File: config.mk
export PLATFORM = sky130hd
export DESIGN_NAME = radio_seq_ctrl
export DESIGN_NICKNAME = d
export VERILOG_FILES = /design/src/rtl/radio_seq_ctrl.sv
export SDC_FILE = /design/constraint.sdc
export NUM_CORES = 1
export LEC_CHECK = 0
export BUFFER_PORTS_ARGS = -buffer_cell sky130_fd_sc_hd__clkbuf_2
export CAP_MARGIN = 25
export CELL_PAD_IN_SITES_DETAIL_PLACEMENT = 1
export CELL_PAD_IN_SITES_GLOBAL_PLACEMENT = 1
export CORE_ASPECT_RATIO = 0.8
export CORE_MARGIN = 1
export CORE_UTILIZATION = 44
export DETAILED_ROUTE_END_ITERATION = 10
export PLACE_DENSITY = 0.9
export SLEW_MARGIN = 10
export SYNTH_ARGS = -nofsm -noshare
export SYNTH_HDL_FRONTEND = slang
export SYNTH_SLANG_ARGS = --single-unit
File: constraint.sdc
create_clock -name ck -period 2.3 [get_ports ck]
set_clock_uncertainty 0.05 [all_clocks]
set_input_delay 0.115 -clock ck [delete_from_list [all_inputs] [get_ports ck]]
set_output_delay 0.115 -clock ck [all_outputs]
set_load 0.01 [all_outputs]
File: src/rtl/radio_seq_ctrl.sv
// radio_seq_ctrl: per-channel radio power/receive sequencer.
// Each channel walks OFF -> WAIT -> WARM -> RX -> COOL -> OFF. A single
// shared warm-up engine (synthesiser settling) is handed out round-robin, so
// at most one channel is ever in WARM. All outputs come straight from flops.
module radio_seq_ctrl #(
  parameter int unsigned BIT_WIDTH = 2,
  parameter int unsigned CNT_W     = 8,
  localparam int unsigned OW       = (BIT_WIDTH > 1) ? $clog2(BIT_WIDTH) : 1
) (
  input  logic                 ck,
  input  logic                 arst_n,
  input  logic                 isolate,
  input  logic [CNT_W-1:0]     cfg_warmup,
  input  logic [CNT_W-1:0]     cfg_cooldown,
  input  logic [BIT_WIDTH-1:0] rx_req,
  output logic [BIT_WIDTH-1:0] radio_enable,
  output logic [BIT_WIDTH-1:0] radio_rx_en,
  output logic                 warm_busy,
  output logic [OW-1:0]        warm_owner
);

  typedef enum logic [2:0] {
    ST_OFF  = 3'd0,
    ST_WAIT = 3'd1,
    ST_WARM = 3'd2,
    ST_RX   = 3'd3,
    ST_COOL = 3'd4
  } state_e;

  state_e               state_q    [BIT_WIDTH];
  state_e               state_d    [BIT_WIDTH];
  logic [CNT_W-1:0]     cool_q     [BIT_WIDTH];
  logic [CNT_W-1:0]     cool_d     [BIT_WIDTH];
  logic [CNT_W-1:0]     warm_cnt_q, warm_cnt_d;
  logic [OW-1:0]        ptr_q,      ptr_d;
  logic [OW-1:0]        owner_q,    owner_d;
  logic                 busy_q,     busy_d;
  logic [BIT_WIDTH-1:0] en_q,       en_d;
  logic [BIT_WIDTH-1:0] rxen_q,     rxen_d;

  logic [BIT_WIDTH-1:0] cand_s;
  logic                 warm_active_s;
  logic                 warm_release_s;
  logic                 grant_vld_s;
  logic [OW-1:0]        grant_idx_s;

  // Grant candidates and shared-engine status, all from the current state.
  always_comb begin
    cand_s         = '0;
    warm_active_s  = 1'b0;
    warm_release_s = 1'b0;
    for (int i = 0; i < BIT_WIDTH; i++) begin
      cand_s[i]      = (state_q[i] == ST_WAIT) && rx_req[i];
      warm_active_s  = warm_active_s | (state_q[i] == ST_WARM);
      // The engine frees up when its owner aborts or finishes settling.
      warm_release_s = warm_release_s |
                       ((state_q[i] == ST_WARM) & (~rx_req[i] | (warm_cnt_q == '0)));
    end
  end

  // Round-robin arbiter: first candidate at or after the pointer, wrapping.
  // No grant while any channel is in WARM, which forces a one-cycle gap.
  always_comb begin
    grant_vld_s = 1'b0;
    grant_idx_s = '0;
    for (int i = 0; i < BIT_WIDTH; i++) begin
      if (!grant_vld_s && !warm_active_s && cand_s[i] && (i >= int'(ptr_q))) begin
        grant_vld_s = 1'b1;
        grant_idx_s = OW'(i);
      end else begin
        // keep earlier winner
      end
    end
    for (int i = 0; i < BIT_WIDTH; i++) begin
      if (!grant_vld_s && !warm_active_s && cand_s[i]) begin
        grant_vld_s = 1'b1;
        grant_idx_s = OW'(i);
      end else begin
        // keep earlier winner
      end
    end
  end

  // Channel next-state, counters and pointer; isolate overrides everything.
  always_comb begin
    warm_cnt_d = warm_cnt_q;
    ptr_d      = ptr_q;
    owner_d    = owner_q;
    for (int i = 0; i < BIT_WIDTH; i++) begin
      state_d[i] = state_q[i];
      cool_d[i]  = cool_q[i];
    end

    if (isolate) begin
      warm_cnt_d = '0;
      ptr_d      = '0;
      owner_d    = '0;
      for (int i = 0; i < BIT_WIDTH; i++) begin
        state_d[i] = ST_OFF;
        cool_d[i]  = '0;
      end
    end else begin
      for (int i = 0; i < BIT_WIDTH; i++) begin
        case (state_q[i])
          ST_OFF: begin
            if (rx_req[i]) begin
              state_d[i] = ST_WAIT;
            end else begin
              state_d[i] = ST_OFF;
            end
          end
          ST_WAIT: begin
            if (!rx_req[i]) begin
              state_d[i] = ST_OFF;
            end else if (grant_vld_s && (grant_idx_s == OW'(i))) begin
              state_d[i] = ST_WARM;
            end else begin
              state_d[i] = ST_WAIT;
            end
          end
          ST_WARM: begin
            if (!rx_req[i]) begin
              state_d[i] = ST_COOL;
              cool_d[i]  = cfg_cooldown;
            end else if (warm_cnt_q == '0) begin
              state_d[i] = ST_RX;
            end else begin
              state_d[i] = ST_WARM;
            end
          end
          ST_RX: begin
            if (!rx_req[i]) begin
              state_d[i] = ST_COOL;
              cool_d[i]  = cfg_cooldown;
            end else begin
              state_d[i] = ST_RX;
            end
          end
          ST_COOL: begin
            // Requests are ignored until the channel is fully off.
            if (cool_q[i] == '0) begin
              state_d[i] = ST_OFF;
            end else begin
              cool_d[i]  = cool_q[i] - CNT_W'(1);
            end
          end
          default: begin
            state_d[i] = ST_OFF;
            cool_d[i]  = '0;
          end
        endcase
      end

      // Shared warm counter: load on grant, clear on release, else count down.
      if (grant_vld_s) begin
        warm_cnt_d = cfg_warmup;
      end else if (warm_release_s) begin
        warm_cnt_d = '0;
      end else if (warm_active_s) begin
        warm_cnt_d = warm_cnt_q - CNT_W'(1);
      end else begin
        warm_cnt_d = warm_cnt_q;
      end

      if (grant_vld_s) begin
        owner_d = grant_idx_s;
        if (grant_idx_s == OW'(BIT_WIDTH - 1)) begin
          ptr_d = '0;
        end else begin
          ptr_d = grant_idx_s + OW'(1);
        end
      end else if (warm_active_s && !warm_release_s) begin
        owner_d = owner_q;
      end else begin
        owner_d = '0;
      end
    end
  end

  // Output values derived from the next state so they move with the state.
  always_comb begin
    en_d   = '0;
    rxen_d = '0;
    busy_d = 1'b0;
    for (int i = 0; i < BIT_WIDTH; i++) begin
      en_d[i]   = (state_d[i] == ST_WARM) || (state_d[i] == ST_RX) ||
                  (state_d[i] == ST_COOL);
      rxen_d[i] = (state_d[i] == ST_RX);
      busy_d    = busy_d | (state_d[i] == ST_WARM);
    end
  end

  // State, counter and output registers with asynchronous clear.
  always_ff @(posedge ck or negedge arst_n) begin
    if (!arst_n) begin
      for (int i = 0; i < BIT_WIDTH; i++) begin
        state_q[i] <= ST_OFF;
        cool_q[i]  <= '0;
      end
      warm_cnt_q <= '0;
      ptr_q      <= '0;
      owner_q    <= '0;
      busy_q     <= 1'b0;
      en_q       <= '0;
      rxen_q     <= '0;
    end else begin
      for (int i = 0; i < BIT_WIDTH; i++) begin
        state_q[i] <= state_d[i];
        cool_q[i]  <= cool_d[i];
      end
      warm_cnt_q <= warm_cnt_d;
      ptr_q      <= ptr_d;
      owner_q    <= owner_d;
      busy_q     <= busy_d;
      en_q       <= en_d;
      rxen_q     <= rxen_d;
    end
  end

  assign radio_enable = en_q;
  assign radio_rx_en  = rxen_q;
  assign warm_busy    = busy_q;
  assign warm_owner   = owner_q;

endmodule
==> metrics.cfg <==
[clock_tree]
htreeDepth=2
worstSkewPairLatency_ps=280
clkTransAtPathRegs_ps=80
clk_path_buf_depth=2
cts-root-buf=clkbuf_8
cts_num_sinks=37
tritoncts=yes
cts_buffers=5

[die]
fp-row-count=23
io-pin-count=27
die_width_microns=82.37
die_area_sq_um=5460
initial_core_util_pct=45.66
die_h_microns=66.29
core_area_sq_um=4979

[synthesis]
syn_avg_cell_area_sq_um=8.881
synth.distinct_cells=43
yosysTopAreaCellShare_pct=40.73
synth_seq_cells=37
synthCells=256
async_flop_share_pct=100.0
synth_edf_count=0
synth.yosys.seq_area_share_pct=40.73
synth_area_sq_um=2273
synth_top_area_cell=dfrtp_1
synth_most_common_cell=dfrtp_1
ys_warn_count=0
ys_top_cells_by_area=dfrtp_1, nor2_1, a21oi_1
synth_nets=282
synth-main-ff-cell=dfrtp_1
synth_common_cells=dfrtp_1, nor2_1, a21oi_1, nand2_1, o21ai_0

[worst_hold_path]
holdCritPathClass=primary input to flip-flop

[global_routing]
grt_max_degree=38
grt_overflow=0
grt_pass1_vias=2217
track_usage_pct=27.03
antenna_found_initial=0
grt_pass1_wl_microns=10940

[critical_path]
worstRegToRegCells=4
end_kind=flip-flop
r2r-end=cool_q[11]
startpoint=cool_q[12]
worstSetupStartpointType=flip-flop
critPathArrivalTime_ps=2300
path_max_fanout=9
r2r_setup_slack_ps=80
worst_r2r_startpoint=cool_q[12]
endpoint=cool_q[11]
criticalPathCategory=flip-flop to flip-flop
worst_ep_required_time_ps=2390

[sta]
max_slew_margin_pct=37.81
setup_tns_ps=0
rsz0062_at_grt=false
period_share_pct=96.40
fmax_mhz=451.0
setup_viol=0
hold_viol=0
worstMarginPinSlew_ps=931.0
slew_viol_final=0
holdWs_ps=78.21
min_period_ps=2217

[finish]
final_core_util_pct=53.76
nFillCells=616
area_growth_pct=17.72
drive_gt1_share_pct=18.92
final_nets=323
finalNonFillerCells=358
num_antenna_cells=0

[status]
status=finished, final reports clean

[power]
ir_worst_vdd_uv=358.1
power.leakage_nw=1.214
p_int_w=0.001019
pwr-share-seq_pct=48.4
switching_share_pct=29.85
p_total_w=0.001453
p_sw_w=0.0004335
cellPowerDensity_nw_per_um2=542.8
p_comb_share_pct=22.1
p_clk_share_pct=29.5

[job]
cap_violations=0

[placed_design]
portBuffers=26
dp_hpwl_microns=4850
place_congestion=0.8271
placedCellCount=349

[detailed_routing]
drt-pass1-iter-count=4
wl_per_cell_microns=18.71
first_iter_violations=127
wirelength_microns=6699
via_per_inst=5.930
drcViolationCount=0
num_vias=2123
antenna_left=0

==> through the flow <==
stage / cell area [sq um] / worst slack, ps
2_1_floorplan: 2273 / 226.3
3_3_place_gp: 2559 / 148.9
3_5_place_dp: 2559 / 72.08
4_1_cts: 2643 / 48.31
5_1_grt: 2676 / 5.963
6_report: 2676 / 82.77
==> layout by cell type, fill, tap and decap left out, types with 8 or more instances in the layout <==
master,Yosys,final
dfrtp_1,37,37
nor2_1,33,33
clkbuf_2,1,26
nand2_1,18,18
a21oi_1,18,18
buf_4,0,17
o21ai_0,15,15
nor3_1,12,12
inv_1,10,10
nand2b_1,9,9
mux2i_1,8,8
o22a_1,8,8
==> timing repair <==
action,CTS,global route
hold buffers,1,0
setup endpoints to repair,0,8
resized for setup,0,1
endpoints found under the hold margin,37,0
setup buffers,0,1
==> worst max-delay path, cell delays in order (launching register included) <==
cell and delay, ps:
dfrtp_1 440, or4_4 520, or4_4 470, o31ai_4 400
o21ai_0 190
==> area by class of cell <==
type                            count  area [sq um]  area share (%)
Sequential cell                    37         925.9           34.60
Clock buffer                        5         68.82           2.571
Inverter                           10         37.54           1.403
Multi-Input combinational cell    198          1274           47.59
Tap cell                           62         77.57           2.899
Timing Repair Buffer               45         287.8           10.75
Clock inverter                      1         5.005          0.1870
==> layer usage <==
metal | global-route usage, % | share of wire (%) | up-vias
li1 | - | - | 1011
met1 | 37.84 | 48 | 1065
met2 | 42.67 | 47 | 37
met3 | 4.828 | 3.3 | 10
met4 | 6.798 | 1.4 | 0
met5 | 0 | 0 | -
==> state kept, by name (all words and copies together) (netlist names) <==
signal	count
warm_owner	1
warm_cnt_q	8
radio_rx_en	2
warm_busy	1
state_q	6
radio_enable	2
ptr_q	1
cool_q	16
==> how the worst min path moves through the flow <==
stage / start / endpoint / slack (ps) / cells after the start
finish: rx_req[1] / radio_rx_en[1] / 80 / 3
global placement: arst_n / warm_busy / 260 / 1
floorplan: arst_n / cool_q[0] / -230 / 0
global route: cfg_cooldown[2] / cool_q[10] / 90 / 3
CTS: rx_req[1] / radio_rx_en[1] / 70 / 3
detailed placement: arst_n / radio_rx_en[0] / 260 / 1
==> power groups by stage <==
stage	combinational [W]	clock, W	sequential [W]
2_1_floorplan	0.000209	0	0.000710
3_3_place_gp	0.000297	0	0.000712
3_5_place_dp	0.000308	0	0.000715
4_1_cts	0.000313	0.000437	0.000702
5_1_grt	0.000355	0.000459	0.000707
6_report	0.000321	0.000429	0.000703
==> kinds of logic after synthesis <==
kind of cell,count (synthesis),synth area share [%]
and+or+nand+nor,99,22.45
AOI/OAI and AO/OA,75,22.79
buffers and inverters,21,3.522
muxes,8,3.522
xor gates and xnor gates,11,4.238
adders and majority gates,5,2.752
DFF,37,40.73
No activity file was read; power rests on OpenSTA's default activity.
